**config.mk**
```make
export PLATFORM = sky130hd
export DESIGN_NAME = data_port
export DESIGN_NICKNAME = d
export VERILOG_FILES = /design/src/rtl/data_port_pkg.sv /design/src/rtl/data_port_line_buf.sv /design/src/rtl/data_port.sv
export SDC_FILE = /design/constraint.sdc
export NUM_CORES = 1
export LEC_CHECK = 0
export ABC_AREA = 0
export BUFFER_PORTS_ARGS = -buffer_cell sky130_fd_sc_hd__buf_2
export CAP_MARGIN = 20
export CORE_MARGIN = 2
export CORE_UTILIZATION = 41
export DETAILED_ROUTE_END_ITERATION = 6
export SLEW_MARGIN = 20
export SYNTH_ARGS = -nofsm -noshare
export SYNTH_HDL_FRONTEND = slang
export SYNTH_HIERARCHICAL = 1
export SYNTH_SLANG_ARGS = --single-unit
```
**constraint.sdc**
```tcl
create_clock -name clockIn -period 5.3 [get_ports clockIn]
set_clock_uncertainty 0.15 [all_clocks]
set_input_delay 1.06 -clock clockIn [delete_from_list [all_inputs] [get_ports clockIn]]
set_output_delay 1.06 -clock clockIn [all_outputs]
set_load 0.1 [all_outputs]
```
**src/rtl/data_port_pkg.sv**
```systemverilog
// data_port_pkg: shared definitions for the data_port block.
//   - access-type encodings as presented on accessType
//   - FSM state type
//   - is_io_addr: classifies the 2-bit IO selector slice of an address
//   - access_bytes: decodes accessType into a byte count (1/2/4, 0 for none)
package data_port_pkg;

  localparam logic [1:0] ACCESS_NONE = 2'b00;
  localparam logic [1:0] ACCESS_BYTE = 2'b01;
  localparam logic [1:0] ACCESS_HALF = 2'b10;
  localparam logic [1:0] ACCESS_WORD = 2'b11;

  typedef enum logic [1:0] {
    StIdle,
    StRead,
    StWrite,
    StReadDone
  } state_e;

  // Caller passes addr[IO_SEL_HI:IO_SEL_HI-1].
  function automatic logic is_io_addr(input logic [1:0] ioSel);
    return ioSel == 2'b11;
  endfunction

  function automatic logic [2:0] access_bytes(input logic [1:0] accessType);
    logic [2:0] n;
    case (accessType)
      ACCESS_BYTE: n = 3'd1;
      ACCESS_HALF: n = 3'd2;
      ACCESS_WORD: n = 3'd4;
      default:     n = 3'd0;
    endcase
    return n;
  endfunction

endpackage

```
**src/rtl/data_port_line_buf.sv**
```systemverilog
// data_port_line_buf: one-entry, 4-byte read line buffer for data_port.
// Only instantiated when DATA_PORT_LINE_BUF_EN is defined.
// Ports:
//   clockIn, resetIn          clock, async active-high reset (invalidates)
//   lookupAddr, lookupBytes   candidate read request (start address, 1/2/4 bytes)
//   hit, hitData              request lies fully in the valid word; zero-extended data
//   fillEn, fillTag, fillData install a word (tag = word address addr[ADDR_WIDTH-1:2])
//   invEn, invAddr, invBytes  write request; drops the entry if any byte touches it
module data_port_line_buf #(
  parameter int unsigned ADDR_WIDTH = 32
) (
  input  logic                  clockIn,
  input  logic                  resetIn,
  input  logic [ADDR_WIDTH-1:0] lookupAddr,
  input  logic [2:0]            lookupBytes,
  output logic                  hit,
  output logic [31:0]           hitData,
  input  logic                  fillEn,
  input  logic [ADDR_WIDTH-3:0] fillTag,
  input  logic [31:0]           fillData,
  input  logic                  invEn,
  input  logic [ADDR_WIDTH-1:0] invAddr,
  input  logic [2:0]            invBytes
);

  localparam int unsigned TagWidth = ADDR_WIDTH - 2;

  logic                validQ;
  logic [TagWidth-1:0] tagQ;
  logic [31:0]         dataQ;

  logic [3:0]          endOff;
  logic [31:0]         shifted;
  logic [2:0]          invLastOff;
  logic [TagWidth-1:0] invLastTag;
  logic                invTouch;

  always_comb begin
    // Hit only when every requested byte sits in the buffered word.
    endOff = {2'b00, lookupAddr[1:0]} + {1'b0, lookupBytes};
    hit    = validQ && (endOff <= 4'd4) && (tagQ == lookupAddr[ADDR_WIDTH-1:2]);

    shifted = dataQ >> {lookupAddr[1:0], 3'b000};
    case (lookupBytes)
      3'd1:    hitData = {24'h0, shifted[7:0]};
      3'd2:    hitData = {16'h0, shifted[15:0]};
      default: hitData = shifted;
    endcase

    // A write spans at most two words: the start word and the word of its last byte.
    invLastOff = {1'b0, invAddr[1:0]} + (invBytes - 3'd1);
    invLastTag = invAddr[ADDR_WIDTH-1:2] + TagWidth'(invLastOff[2]);
    invTouch   = invEn && validQ &&
                 ((tagQ == invAddr[ADDR_WIDTH-1:2]) || (tagQ == invLastTag));
  end

  always_ff @(posedge clockIn or posedge resetIn) begin
    if (resetIn) begin
      validQ <= 1'b0;
      tagQ   <= '0;
      dataQ  <= '0;
    end else if (fillEn) begin
      validQ <= 1'b1;
      tagQ   <= fillTag;
      dataQ  <= fillData;
    end else if (invTouch) begin
      validQ <= 1'b0;
    end
  end

endmodule

```
**src/rtl/data_port.sv**
```systemverilog
// data_port: memory-side responder for the load/store buffer data interface.
// Serialises one byte/half/word request into byte transfers on a byte-wide
// RAM/IO port and returns a one-cycle completion pulse.
// Optional feature: define DATA_PORT_LINE_BUF_EN to add a one-entry word line
// buffer that answers fully-contained non-IO reads the cycle after the request.
// Ports:
//   clockIn, resetIn     clock, async active-high reset
//   clearIn              flush: aborts reads, ignored by writes
//   accessType           00 none, 01 byte, 10 half, 11 word (one-cycle request)
//   readWriteIn          1 read, 0 write
//   dataAddr, dataWrite  request start address and write data (low bytes)
//   dataValid, dataIn    read-complete pulse and zero-extended little-endian data
//   dataWriteSuc         write-complete pulse
//   memDin               read byte, valid the cycle after its address
//   ioBufferFull         IO write back-pressure
//   memAddr, memOut      byte address and write byte
//   memWrite             write strobe
module data_port
  import data_port_pkg::*;
#(
  parameter int unsigned ADDR_WIDTH = 32,
  parameter int unsigned IO_SEL_HI  = 17
) (
  input  logic                  clockIn,
  input  logic                  resetIn,
  input  logic                  clearIn,
  input  logic [1:0]            accessType,
  input  logic                  readWriteIn,
  input  logic [ADDR_WIDTH-1:0] dataAddr,
  input  logic [31:0]           dataWrite,
  output logic                  dataValid,
  output logic [31:0]           dataIn,
  output logic                  dataWriteSuc,
  input  logic [7:0]            memDin,
  input  logic                  ioBufferFull,
  output logic [ADDR_WIDTH-1:0] memAddr,
  output logic [7:0]            memOut,
  output logic                  memWrite
);

  state_e                stateQ, stateD;
  logic [ADDR_WIDTH-1:0] memAddrQ, memAddrD;
  logic [31:0]           wDataQ, wDataD;
  logic [2:0]            numBytesQ, numBytesD;
  // Read: index of the byte whose address is on memAddr; reaches numBytesQ on the
  // cycle the last byte arrives. Write: index of the byte being written.
  logic [2:0]            issueQ, issueD;
  logic [31:0]           rdBufQ, rdBufD;
  logic [31:0]           dataInQ, dataInD;
  logic                  sucQ, sucD;

  logic                  request;
  logic [2:0]            reqBytes;
  logic                  stall;
  logic [1:0]            capIdx;
  logic                  lbHit;
  logic [31:0]           lbData;

  assign request  = accessType != ACCESS_NONE;
  assign reqBytes = access_bytes(accessType);
  assign stall    = is_io_addr(memAddrQ[IO_SEL_HI -: 2]) && ioBufferFull;
  assign capIdx   = issueQ[1:0] - 2'd1;

`ifdef DATA_PORT_LINE_BUF_EN
  logic lbHitRaw;
  logic lbFill;
  logic lbInv;

  // Only a memory-sourced aligned word fills: issueQ == 4 excludes buffer hits, and
  // memAddr ends on byte 3 only when the word started aligned.
  assign lbFill = (stateQ == StReadDone) && !clearIn && (numBytesQ == 3'd4) &&
                  (issueQ == 3'd4) && (memAddrQ[1:0] == 2'b11) &&
                  !is_io_addr(memAddrQ[IO_SEL_HI -: 2]);
  assign lbInv  = (stateQ == StIdle) && request && !readWriteIn;
  assign lbHit  = lbHitRaw && !is_io_addr(dataAddr[IO_SEL_HI -: 2]);

  data_port_line_buf #(
    .ADDR_WIDTH(ADDR_WIDTH)
  ) u_line_buf (
    .clockIn    (clockIn),
    .resetIn    (resetIn),
    .lookupAddr (dataAddr),
    .lookupBytes(reqBytes),
    .hit        (lbHitRaw),
    .hitData    (lbData),
    .fillEn     (lbFill),
    .fillTag    (memAddrQ[ADDR_WIDTH-1:2]),
    .fillData   (rdBufQ),
    .invEn      (lbInv),
    .invAddr    (dataAddr),
    .invBytes   (reqBytes)
  );
`else
  assign lbHit  = 1'b0;
  assign lbData = '0;
`endif

  always_comb begin
    stateD    = stateQ;
    memAddrD  = memAddrQ;
    wDataD    = wDataQ;
    numBytesD = numBytesQ;
    issueD    = issueQ;
    rdBufD    = rdBufQ;
    dataInD   = dataInQ;
    sucD      = 1'b0;

    unique case (stateQ)
      StIdle: begin
        // clearIn is deliberately not checked: a request here is already committed.
        if (request) begin
          wDataD    = dataWrite;
          numBytesD = reqBytes;
          issueD    = 3'd0;
          rdBufD    = '0;
          if (readWriteIn && lbHit) begin
            rdBufD = lbData;
            stateD = StReadDone;
          end else begin
            memAddrD = dataAddr;
            stateD   = readWriteIn ? StRead : StWrite;
          end
        end
      end
      StRead: begin
        if (clearIn) begin
          stateD = StIdle;
        end else begin
          if (issueQ != 3'd0) rdBufD[{capIdx, 3'b000} +: 8] = memDin;
          if (issueQ == numBytesQ) begin
            stateD = StReadDone;
          end else begin
            issueD = issueQ + 3'd1;
            // Hold the last byte address once it has been issued.
            if (issueQ + 3'd1 < numBytesQ) memAddrD = memAddrQ + ADDR_WIDTH'(1);
          end
        end
      end
      StWrite: begin
        if (!stall) begin
          if (issueQ == numBytesQ - 3'd1) begin
            stateD = StIdle;
            sucD   = 1'b1;
          end else begin
            issueD   = issueQ + 3'd1;
            memAddrD = memAddrQ + ADDR_WIDTH'(1);
          end
        end
      end
      StReadDone: begin
        stateD = StIdle;
        if (!clearIn) dataInD = rdBufQ;
      end
      default: stateD = StIdle;
    endcase
  end

  always_ff @(posedge clockIn or posedge resetIn) begin
    if (resetIn) begin
      stateQ    <= StIdle;
      memAddrQ  <= '0;
      wDataQ    <= '0;
      numBytesQ <= '0;
      issueQ    <= '0;
      rdBufQ    <= '0;
      dataInQ   <= '0;
      sucQ      <= 1'b0;
    end else begin
      stateQ    <= stateD;
      memAddrQ  <= memAddrD;
      wDataQ    <= wDataD;
      numBytesQ <= numBytesD;
      issueQ    <= issueD;
      rdBufQ    <= rdBufD;
      dataInQ   <= dataInD;
      sucQ      <= sucD;
    end
  end

  // A flush in the completion cycle suppresses both the pulse and the new data.
  assign dataValid    = (stateQ == StReadDone) && !clearIn;
  assign dataIn       = dataValid ? rdBufQ : dataInQ;
  assign dataWriteSuc = sucQ;
  assign memAddr      = memAddrQ;
  assign memWrite     = (stateQ == StWrite) && !stall;
  assign memOut       = (stateQ == StWrite) ? wDataQ[{issueQ[1:0], 3'b000} +: 8] : 8'h00;

  // Requests arriving while busy are dropped by the FSM.
  assert property (@(posedge clockIn) disable iff (resetIn)
    (accessType != ACCESS_NONE) |-> (stateQ == StIdle));

endmodule
```
==> results.txt, run 1 <==
----------------------------------------------------
[Run status]
  Outcome ... completed

[Drt]
  Average wire length per cell after detail routing ... 18.3 um
  Total Wirelength ... 18,200 um
  Vias after detailed routing ... 5,571
  Detailed-route vias per instance ... 5.59
  Total DRC errors in the routed layout ... 0
  Number of detailed-route iterations in the first pass ... 5
  Number of DRC markers in iteration 0 ... 331
  Remaining antenna violation count ... 0

[Worst setup path]
  Arrival time worst endpoint ... 3960 ps
  Delay of the slowest critical-path stage ... 880 ps
  Startpoint Class ... flop
  Required arrival time at the worst endpoint ... 5500 ps
  R2r setup slk ... 1540 ps
  Critical Path, Cell by Cell ... inv_1, ha_1, ha_1, nor2b_1, o21a_1, o21a_1, buf_4, nor2_2, o221a_2
  Largest fanout of any net on the critical path ... 28
  Worst reg2reg path startpoint ... issueQ[0]
  Critical-path top delay cell ... sky130_fd_sc_hd__dfrtp_1
  Kind of end point of the critical path ... flop
  Cell family with the largest share of critical-path delay ... flip-flops
  Count of buffer and inverter cells on the critical path ... 2
  Setup Crit Path Kind ... flop to flop
  Critical Path Source ... issueQ[0]

[Placement]
  Number of port buffers ... 153
  Detailed placement HPWL ... 12,300 um
  Placement-stage worst setup slack ... 1190 ps
  Placer Congestion ... 0.857
  Cell Count Post-Placement ... 965

[Global routing]
  Vias in the first global route ... 5,711
  Global-route wire length before repair ... 29,200 um
  Pin count of the biggest net entering global routing ... 100
  GR Util All Layers ... 0.205
  Overflow left after global routing ... 0
  Number of antenna violations at the first check in global routing ... 0

[Yosys]
  Most instantiated flip-flop cell in the synthesis netlist ... sky130_fd_sc_hd__dfrtp_1
  Number of nets produced by synthesis ... 718
  Yosys warns ... 6
  Post-synthesis sequential area ratio ... 0.489
  Fraction of registers with async set or reset after synthesis ... 1.00
  Count of distinct cell types in the synthesized netlist ... 68
  Largest area contributor in the synthesized netlist ... sky130_fd_sc_hd__dfrtp_1
  Portion of synthesized cell area occupied by the leading cell type ... 0.489
  Synthesized cell area ... 7010 um2
  Top cells by area, synth ... sky130_fd_sc_hd__dfrtp_1 (49%), sky130_fd_sc_hd__mux2_2 (10%), sky130_fd_sc_hd__mux2i_1 (2.9%)
  Post-synth EDFFs ... 0
  Number of instances in the synthesized netlist ... 624
  Count of state elements after synthesis ... 137
  Per-instance average area after synthesis ... 11.2 um2

[Die]
  Number of top-level design ports ... 154
  Initial cell density of the core ... 0.421
  Core box area ... 16,600 um2
  Site Rows ... 47
  X dimension of the die ... 135 um
  Die boundary height ... 135 um
  Total die area ... 18,200 um2

[Layout]
  Number of nets at the end of the flow ... 858
  Final antenna diode count ... 0
  Fillcell total ... 1,532
  Layout-stage area growth over the synthesis result ... 21.1%
  Area taken by flip-flops and latches ... 3430 um2
  Multi-input gate area in the final layout ... 3270 um2
  Filler-free cell count of the finished design ... 997
  Share of final-layout standard cells stronger than drive strength 1 ... 0.368

[Clock tree]
  Register clock-pin slew on the reported worst setup and hold paths ... 60 ps
  Num CTS Buffers ... 17
  Clock Latency Late Sink ... 420 ps
  Clock root cell ... sky130_fd_sc_hd__clkbuf_16
  Clock tree sinks ... 137
  Count of cells resized by post-cts repair ... 0
  Number of levels in the clock H-tree ... 4
  Post CTS Setup Buffer Count ... 0
  TritonCTS clock tree ... yes
  Number of buffers added to fix hold violations after cts ... 0
  Maximum count of clock buffers along a single path ... 2

[STA]
  Final min period ... 3760 ps
  Maximum achievable frequency ... 266 MHz
  TNS Setup ... 0 ps
  Setup violations, final ... 0
  Fin worst setup slack ... 1540 ps
  Slew at the pin closest to its max-slew limit ... 1050 ps
  Setup repair after global routing missed its margin ... no
  Final max-slew violation count ... 0
  Tightest slew margin relative to the limit ... 0.298
  Post-route fraction of the period consumed by the critical path ... 0.709
  Number of hold violations in the final report ... 0

[Hold path]
  Worst Hold Launch ... dataInQ[21]
  Path class of the lowest-slack min-delay path ... flop to flop

[Flow run]
  Count of maximum capacitance violations ... 0

----------------------------------------------------
==> registers in the layout (all words and copies together) (netlist names) <==
register and count:
dataInQ 32, dataWriteSuc 1, issueQ 3, memAddr 32, numBytesQ 3, rdBufQ 32
stateQ 2, wDataQ 32
==> worst paths after layout <==
kind / endpoint / cells past startpoint
min in group asynchronous: rdBufQ[20] / 2
worst max-delay path: memAddr[19] / 9
worst min-delay path: dataInQ[21] / 1
worst min register to register: dataInQ[21] / 1
worst max register to register: memAddr[19] / 9
max in group asynchronous: wDataQ[18] / 3
==> layer usage <==
| layer | vias up | GRT usage | share of wire |
|---|---|---|---|
| met2 | 175 | 0.337 | 0.49 |
| met5 | - | 0 | 0 |
| met1 | 2791 | 0.265 | 0.44 |
| met4 | 0 | 0.0708 | 0.015 |
| li1 | 2584 | - | - |
| met3 | 21 | 0.0503 | 0.061 |
==> per-stage QoR <==
stage	hold slack (ps)	util	instance area (um2)
floorplan	317	-	7010
global placement	331	0.477	7930
detailed placement	333	0.477	7930
CTS	347	0.510	8490
global route	357	0.510	8490
finish	343	0.510	8490
==> worst reg2reg max path: cells and delay by family, from the launching register on <==
family                   cells  cell delay, ps
AO/OA/AOI/OAI                3             670
flip-flops                   1             880
buffers and inverters        2             480
AND/OR/NAND/NOR              2             790
adder cells (fa/ha/maj)      2             730
==> cell type report <==
cell class	instances	share of cell area
Sequential cell	137	0.404
Tap cell	220	0.0324
Inverter	35	0.0161
Timing Repair Buffer	161	0.0972
Clock inverter	9	0.0116
Multi-Input combinational cell	412	0.385
Clock buffer	23	0.0539
==> synth_stat cells (2+ instances only) <==
master / instances
sky130_fd_sc_hd__and4_1: 3
sky130_fd_sc_hd__a41oi_1: 2
sky130_fd_sc_hd__a21oi_2: 2
sky130_fd_sc_hd__a2bb2oi_1: 8
sky130_fd_sc_hd__xor2_1: 3
sky130_fd_sc_hd__clkbuf_8: 2
sky130_fd_sc_hd__nand4_1: 8
sky130_fd_sc_hd__a22o_1: 17
sky130_fd_sc_hd__buf_1: 5
sky130_fd_sc_hd__a41o_1: 6
sky130_fd_sc_hd__nand3_2: 2
sky130_fd_sc_hd__a211oi_1: 5
sky130_fd_sc_hd__mux4_2: 8
sky130_fd_sc_hd__dfrtp_1: 137
sky130_fd_sc_hd__buf_6: 2
sky130_fd_sc_hd__ha_1: 15
sky130_fd_sc_hd__nand2b_1: 5
sky130_fd_sc_hd__buf_2: 5
sky130_fd_sc_hd__and2_1: 12
sky130_fd_sc_hd__nor2b_1: 5
sky130_fd_sc_hd__nor3b_1: 4
sky130_fd_sc_hd__a21oi_1: 25
sky130_fd_sc_hd__nand3_1: 22
sky130_fd_sc_hd__and4_2: 3
sky130_fd_sc_hd__o22ai_1: 6
sky130_fd_sc_hd__o211ai_1: 5
sky130_fd_sc_hd__mux2_2: 64
sky130_fd_sc_hd__o21a_1: 2
sky130_fd_sc_hd__nand2_1: 45
sky130_fd_sc_hd__nand4b_1: 2
sky130_fd_sc_hd__or4_1: 4
sky130_fd_sc_hd__inv_1: 35
sky130_fd_sc_hd__o21ai_0: 18
sky130_fd_sc_hd__and3_1: 3
sky130_fd_sc_hd__a211o_1: 6
sky130_fd_sc_hd__nor4_1: 9
sky130_fd_sc_hd__nor3_1: 14
sky130_fd_sc_hd__mux2i_1: 20
sky130_fd_sc_hd__o31ai_1: 5
sky130_fd_sc_hd__clkbuf_1: 24
sky130_fd_sc_hd__nor2_1: 13
sky130_fd_sc_hd__o21bai_1: 2
sky130_fd_sc_hd__a31oi_1: 14
sky130_fd_sc_hd__o21ai_1: 2
sky130_fd_sc_hd__nor4_2: 2
==> logic make-up after synthesis <==
logic type,count (synthesis),synth area share
xor gates and xnor gates,4,0.00696
buffers and inverters,75,0.0468
and+or+nand+nor,167,0.138
muxes,92,0.157
DFF,137,0.489
AOI/OAI and AO/OA,134,0.136
adders and majority gates,15,0.0268
==> cell usage in the layout, fill, tap and decap left out, types with 8 or more instances in the layout <==
cell type,netlist,layout
sky130_fd_sc_hd__nor2_1,13,12
sky130_fd_sc_hd__nand2_1,45,45
sky130_fd_sc_hd__and2_1,12,12
sky130_fd_sc_hd__ha_1,15,14
sky130_fd_sc_hd__a22o_1,17,17
sky130_fd_sc_hd__nor4_1,9,9
sky130_fd_sc_hd__o21ai_0,18,18
sky130_fd_sc_hd__mux2i_1,20,20
sky130_fd_sc_hd__clkbuf_16,0,17
sky130_fd_sc_hd__dfrtp_1,137,137
sky130_fd_sc_hd__buf_2,5,153
sky130_fd_sc_hd__a21oi_1,25,25
sky130_fd_sc_hd__nand3_1,22,22
sky130_fd_sc_hd__inv_1,35,34
sky130_fd_sc_hd__a2bb2oi_1,8,8
sky130_fd_sc_hd__buf_4,1,8
sky130_fd_sc_hd__mux4_2,8,8
sky130_fd_sc_hd__mux2_2,64,64
sky130_fd_sc_hd__a31oi_1,14,14
sky130_fd_sc_hd__nand4_1,8,8
sky130_fd_sc_hd__nor3_1,14,14
Power of run 1 is not shown: default switching activity piles up to over one toggle a cycle in this logic, so the estimate is an artifact.
==> run 2: changes to the inputs <==
==> constraint.sdc (replaced) <==
create_clock -name clockIn -period 3.7 [get_ports clockIn]
set_clock_uncertainty 0.15 [all_clocks]
set_input_delay 0.74 -clock clockIn [delete_from_list [all_inputs] [get_ports clockIn]]
set_output_delay 0.74 -clock clockIn [all_outputs]
set_load 0.1 [all_outputs]
==> results.txt, run 2 (synthesized netlist as in run 1, its figures left out) <==
----------------------------------------------------
[Drt]
  Detailed-route vias per instance ... 5.55 (was 5.59)
  Number of DRC markers in iteration 0 ... 300 (was 331)
  Remaining antenna violation count ... 0 (unchanged)
  Average wire length per cell after detail routing ... 18.2 um (was 18.3 um)
  Total DRC errors in the routed layout ... 0 (unchanged)
  Number of detailed-route iterations in the first pass ... 5 (unchanged)
  Vias after detailed routing ... 5,570 (was 5,571)
  Total Wirelength ... 18,300 um (was 18,200 um)

[STA]
  Setup repair after global routing missed its margin ... no (unchanged)
  Tightest slew margin relative to the limit ... 0.388 (was 0.298)
  TNS Setup ... 0 ps (unchanged)
  Number of hold violations in the final report ... 0 (unchanged)
  Slew at the pin closest to its max-slew limit ... 911 ps (was 1050 ps)
  Fin worst setup slack ... 530 ps (was 1540 ps)
  Setup violations, final ... 0 (unchanged)
  Maximum achievable frequency ... 315 MHz
  Final min period ... 3170 ps
  Post-route fraction of the period consumed by the critical path ... 0.857
  Hold_ws ... 344 ps (was 343 ps)
  Final max-slew violation count ... 0 (unchanged)

[Worst setup path]
  Critical Path, Cell by Cell ... ha_1, nor2b_2, buf_4, mux2_2, buf_2 (was inv_1, ha_1, ha_1, nor2b_1, o21a_1, o21a_1, buf_4, nor2_2, o221a_2)
  Setup Crit Path Kind ... flop to primary output (was flop to flop)
  Critical-path top delay cell ... sky130_fd_sc_hd__mux2_2 (was sky130_fd_sc_hd__dfrtp_1)
  Kind of end point of the critical path ... primary output (was flop)
  Required arrival time at the worst endpoint ... 2810 ps (was 5500 ps)
  Arrival time worst endpoint ... 2280 ps (was 3960 ps)
  Count of buffer and inverter cells on the critical path ... 2 (unchanged)
  Delay of the slowest critical-path stage ... 410 ps (was 880 ps)
  Startpoint Class ... flop (unchanged)
  Largest fanout of any net on the critical path ... 33 (was 28)
  Cell family with the largest share of critical-path delay ... buffers and inverters (was flip-flops)

[Clock tree]
  Clock tree sinks ... 137 (unchanged)
  Number of buffers added to fix hold violations after cts ... 0 (unchanged)
  Clock root cell ... sky130_fd_sc_hd__clkbuf_16 (unchanged)
  Clock Latency Late Sink ... 420 ps (about the same)
  Post CTS Setup Buffer Count ... 0 (unchanged)
  TritonCTS clock tree ... yes (unchanged)
  Number of levels in the clock H-tree ... 4 (unchanged)
  Register clock-pin slew on the reported worst setup and hold paths ... 60 ps (about the same)
  Num CTS Buffers ... 17 (unchanged)
  Maximum count of clock buffers along a single path ... 2 (unchanged)
  Count of cells resized by post-cts repair ... 0 (unchanged)

[Placement]
  Placer Congestion ... 0.845 (was 0.857)
  Detailed placement HPWL ... 12,400 um (was 12,300 um)
  Placement-stage worst setup slack ... 669 ps (was 1190 ps)
  Number of port buffers ... 153 (unchanged)

[Layout]
  Fillcell total ... 1,518 (was 1,532)
  Top library cells by usage in the layout, fill and taps aside ... sky130_fd_sc_hd__buf_2 (153), sky130_fd_sc_hd__dfrtp_1 (137), sky130_fd_sc_hd__mux2_2 (64) (unchanged)
  Number of nets at the end of the flow ... 864 (was 858)
  Most common library cell in the layout ignoring fill and taps ... sky130_fd_sc_hd__buf_2 (unchanged)
  Utilization after layout ... 0.517 (was 0.510)
  Final antenna diode count ... 0 (unchanged)
  Layout-stage area growth over the synthesis result ... 22.8% (was 21.1%)
  Share of final-layout standard cells stronger than drive strength 1 ... 0.375 (was 0.368)

[Die]
  Initial cell density of the core ... 0.421 (unchanged)
  X dimension of the die ... 135 um (unchanged)
  Core box area ... 16,600 um2 (unchanged)
  Die boundary height ... 135 um (unchanged)
  Total die area ... 18,200 um2 (unchanged)
  Site Rows ... 47 (unchanged)
  Number of top-level design ports ... 154 (unchanged)

[Global routing]
  Global-route wire length before repair ... 29,600 um (was 29,200 um)
  Vias in the first global route ... 5,639 (was 5,711)
  Overflow left after global routing ... 0 (unchanged)
  Pin count of the biggest net entering global routing ... 138 (was 100)
  Number of antenna violations at the first check in global routing ... 1 (was 0)
  GR Util All Layers ... 0.206 (was 0.205)

[Flow run]
  Count of maximum capacitance violations ... 0 (unchanged)

[Run status]
  Outcome ... completed (unchanged)

[Hold path]
  Path class of the lowest-slack min-delay path ... flop to flop (unchanged)

----------------------------------------------------
## run 2: cell count changes in the layout (fill, tap and decap cells not counted), sizes merged
cell / previous run / this run
buf: 161 / 167
bufinv: 2 / 3
clkbuf: 23 / 22
clkinv: 7 / 5
clkinvlp: 0 / 2
## run 2: per-stage QoR
step           area [um2]  std cells
6_report             8610       1003
5_1_grt              8610       1003
4_1_cts              8610       1003
3_5_place_dp         7990        971
3_3_place_gp         7990        971
2_1_floorplan        7020        624
## run 2: per-layer routing
layer  global-route usage  part of all wire  routed length, um  vias up
li1                     -                 -                  -     2600
met1                0.282              0.45               8300     2755
met2                0.317              0.47               8560      183
met3               0.0529             0.058               1070       30
met4               0.0795             0.020                357        2
met5                    0           0.00038                  7        -
## run 2: layout make-up
cell class | count | area, um2 | area share
inverters | 35 | 135 | 0.0157
multi-input cells | 412 | 3260 | 0.379
well taps | 220 | 275 | 0.0320
clock inverters | 10 | 139 | 0.0161
flip-flops and latches | 137 | 3430 | 0.398
repair buffers | 167 | 883 | 0.103
clock buffers | 22 | 484 | 0.0562
## run 2: final timing paths
check                                 start          end  slack, ps  cells past startpoint
min in group asynchronous           resetIn  dataInQ[20]        370                      3
max in group asynchronous           resetIn   wDataQ[15]       2450                      3
worst min-delay path            dataInQ[22]  dataInQ[22]        340                      1
worst max register to register    issueQ[0]   memAddr[9]        740                      9
worst min register to register  dataInQ[22]  dataInQ[22]        340                      1
worst max-delay path              stateQ[0]   dataIn[24]        530                      5
Power of run 2 is left out for the same reason.
==> run 3: changes to the inputs <==
--- a/config.mk
+++ b/config.mk
@@ -9,8 +9,9 @@
 export BUFFER_PORTS_ARGS = -buffer_cell sky130_fd_sc_hd__buf_2
 export CAP_MARGIN = 20
 export CORE_MARGIN = 2
-export CORE_UTILIZATION = 41
+export CORE_UTILIZATION = 50
 export DETAILED_ROUTE_END_ITERATION = 6
+export PLACE_DENSITY = 0.74
 export SLEW_MARGIN = 20
 export SYNTH_ARGS = -nofsm -noshare
 export SYNTH_HDL_FRONTEND = slang
==> results.txt, run 3 (synthesized netlist as in run 1, its figures left out) <==
----------------------------------------------------
[Run status]
  Outcome ... completed (unchanged)

[STA]
  TNS Setup ... 0 ps (unchanged)
  Setup repair after global routing missed its margin ... no (unchanged)
  Maximum achievable frequency ... 319 MHz (was 315 MHz)
  Final min period ... 3130 ps (was 3170 ps)
  Number of hold violations in the final report ... 0 (unchanged)
  Post-route fraction of the period consumed by the critical path ... 0.847 (was 0.857)
  Tightest slew margin relative to the limit ... 0.315 (was 0.388)
  Final max-slew violation count ... 0 (unchanged)
  Setup violations, final ... 0 (unchanged)
  Slew at the pin closest to its max-slew limit ... 1020 ps (was 911 ps)

[Layout]
  Top library cells by usage in the layout, fill and taps aside ... sky130_fd_sc_hd__buf_2 (153), sky130_fd_sc_hd__dfrtp_1 (137), sky130_fd_sc_hd__mux2_2 (64) (unchanged)
  Final antenna diode count ... 0 (unchanged)
  Fillcell total ... 1,117 (was 1,518)
  Number of nets at the end of the flow ... 862 (was 864)
  Most common library cell in the layout ignoring fill and taps ... sky130_fd_sc_hd__buf_2 (unchanged)
  Layout-stage area growth over the synthesis result ... 22.1% (was 22.8%)
  Area taken by flip-flops and latches ... 3430 um2 (unchanged)
  Share of final-layout standard cells stronger than drive strength 1 ... 0.373 (was 0.375)
  Multi-input gate area in the final layout ... 3270 um2 (was 3260 um2)

[Die]
  Core box area ... 13,800 um2 (was 16,600 um2)
  Initial cell density of the core ... 0.509 (was 0.421)
  X dimension of the die ... 122 um (was 135 um)
  Total die area ... 15,000 um2 (was 18,200 um2)
  Site Rows ... 43 (was 47)
  Number of top-level design ports ... 154 (unchanged)
  Die boundary height ... 122 um (was 135 um)

[Worst setup path]
  Critical-path top delay cell ... sky130_fd_sc_hd__mux2_2 (unchanged)
  Required arrival time at the worst endpoint ... 2810 ps (about the same)
  Number of cells on the critical path ... 5 (unchanged)
  Count of buffer and inverter cells on the critical path ... 2 (unchanged)
  R2R depth ... 7 (was 9)
  Critical Path, Cell by Cell ... ha_1, nor2b_2, buf_4, mux2_2, buf_2 (unchanged)
  Largest fanout of any net on the critical path ... 33 (unchanged)
  Arrival time worst endpoint ... 2240 ps (was 2280 ps)
  R2r setup slk ... 630 ps (was 740 ps)
  Cell family with the largest share of critical-path delay ... buffers and inverters (unchanged)
  Startpoint Class ... flop (unchanged)
  Delay of the slowest critical-path stage ... 410 ps (about the same)
  Kind of end point of the critical path ... primary output (unchanged)
  Setup Crit Path Kind ... flop to primary output (unchanged)

[Drt]
  Remaining antenna violation count ... 0 (unchanged)
  Total Wirelength ... 18,000 um (was 18,300 um)
  Total DRC errors in the routed layout ... 0 (unchanged)
  Number of detailed-route iterations in the first pass ... 6 (was 5)
  Detailed-route vias per instance ... 5.93 (was 5.55)
  Average wire length per cell after detail routing ... 18.7 um (was 18.2 um)
  Vias after detailed routing ... 5,695 (was 5,570)
  Number of DRC markers in iteration 0 ... 474 (was 300)

[Global routing]
  Number of antenna violations at the first check in global routing ... 0 (was 1)
  Vias in the first global route ... 5,691 (was 5,639)
  GR Util All Layers ... 0.245 (was 0.206)
  Pin count of the biggest net entering global routing ... 138 (unchanged)
  Global-route wire length before repair ... 28,500 um (was 29,600 um)
  Overflow left after global routing ... 0 (unchanged)

[Placement]
  Detailed placement HPWL ... 12,200 um (was 12,400 um)
  Number of port buffers ... 153 (unchanged)
  Placer Congestion ... 0.811 (was 0.845)

[Clock tree]
  Clock root cell ... sky130_fd_sc_hd__clkbuf_16 (unchanged)
  Number of buffers added to fix hold violations after cts ... 0 (unchanged)
  Number of levels in the clock H-tree ... 4 (unchanged)
  Register clock-pin slew on the reported worst setup and hold paths ... 60 ps (about the same)
  Post CTS Setup Buffer Count ... 0 (unchanged)
  TritonCTS clock tree ... yes (unchanged)
  Maximum count of clock buffers along a single path ... 2 (unchanged)
  Clock tree sinks ... 137 (unchanged)
  Count of cells resized by post-cts repair ... 0 (unchanged)
  Num CTS Buffers ... 17 (unchanged)
  Clock Latency Late Sink ... 430 ps (was 420 ps)

[Flow run]
  Count of maximum capacitance violations ... 0 (unchanged)

[Hold path]
  Path class of the lowest-slack min-delay path ... input port to async pin (was flop to flop)

----------------------------------------------------
## run 3: layout make-up
type                    count  share of cell area
repair buffers            165               0.101
flip-flops and latches    137               0.400
clock buffers              24              0.0586
multi-input cells         412               0.382
well taps                 180              0.0263
clock inverters             7              0.0161
inverters                  35              0.0158
## run 3: worst register-to-register path, stage by stage, from the launching register on
cell	delay [ps]
sky130_fd_sc_hd__dfrtp_1	400
sky130_fd_sc_hd__inv_1	100
sky130_fd_sc_hd__ha_1	370
sky130_fd_sc_hd__a211oi_1	430
sky130_fd_sc_hd__and3_1	890
sky130_fd_sc_hd__nand2_1	120
sky130_fd_sc_hd__buf_4	220
sky130_fd_sc_hd__a211o_1	300
## run 3: layer usage
metal  share of wire  wire length (um)  GRT usage
met5               0                 0          0
met4           0.031               557      0.128
met3           0.064              1160     0.0483
met2            0.48              8680      0.387
met1            0.42              7600      0.319
## run 3: per-stage QoR
step | cell area (um2) | setup WS, ps | utilization | hold slack [ps] | instances
finish | 8560 | 566 | 0.622 | 342 | 960
global route | 8560 | 457 | 0.622 | 354 | 960
CTS | 8560 | 540 | 0.622 | 348 | 960
detailed placement | 7920 | 670 | 0.575 | 334 | 929
global placement | 7920 | 738 | 0.575 | 331 | 929
floorplan | 7020 | 548 | - | 317 | 624
## run 3: path summary, 6_finish.rpt
kind	startpoint	to
worst min-delay path	resetIn	memAddr[30]
worst min register to register	dataInQ[7]	dataInQ[7]
worst max register to register	stateQ[1]	memAddr[18]
worst max-delay path	stateQ[0]	dataIn[16]
max in group asynchronous	resetIn	memAddr[11]
min in group clockIn	dataInQ[7]	dataInQ[7]
Power of run 3 is left out for the same reason.
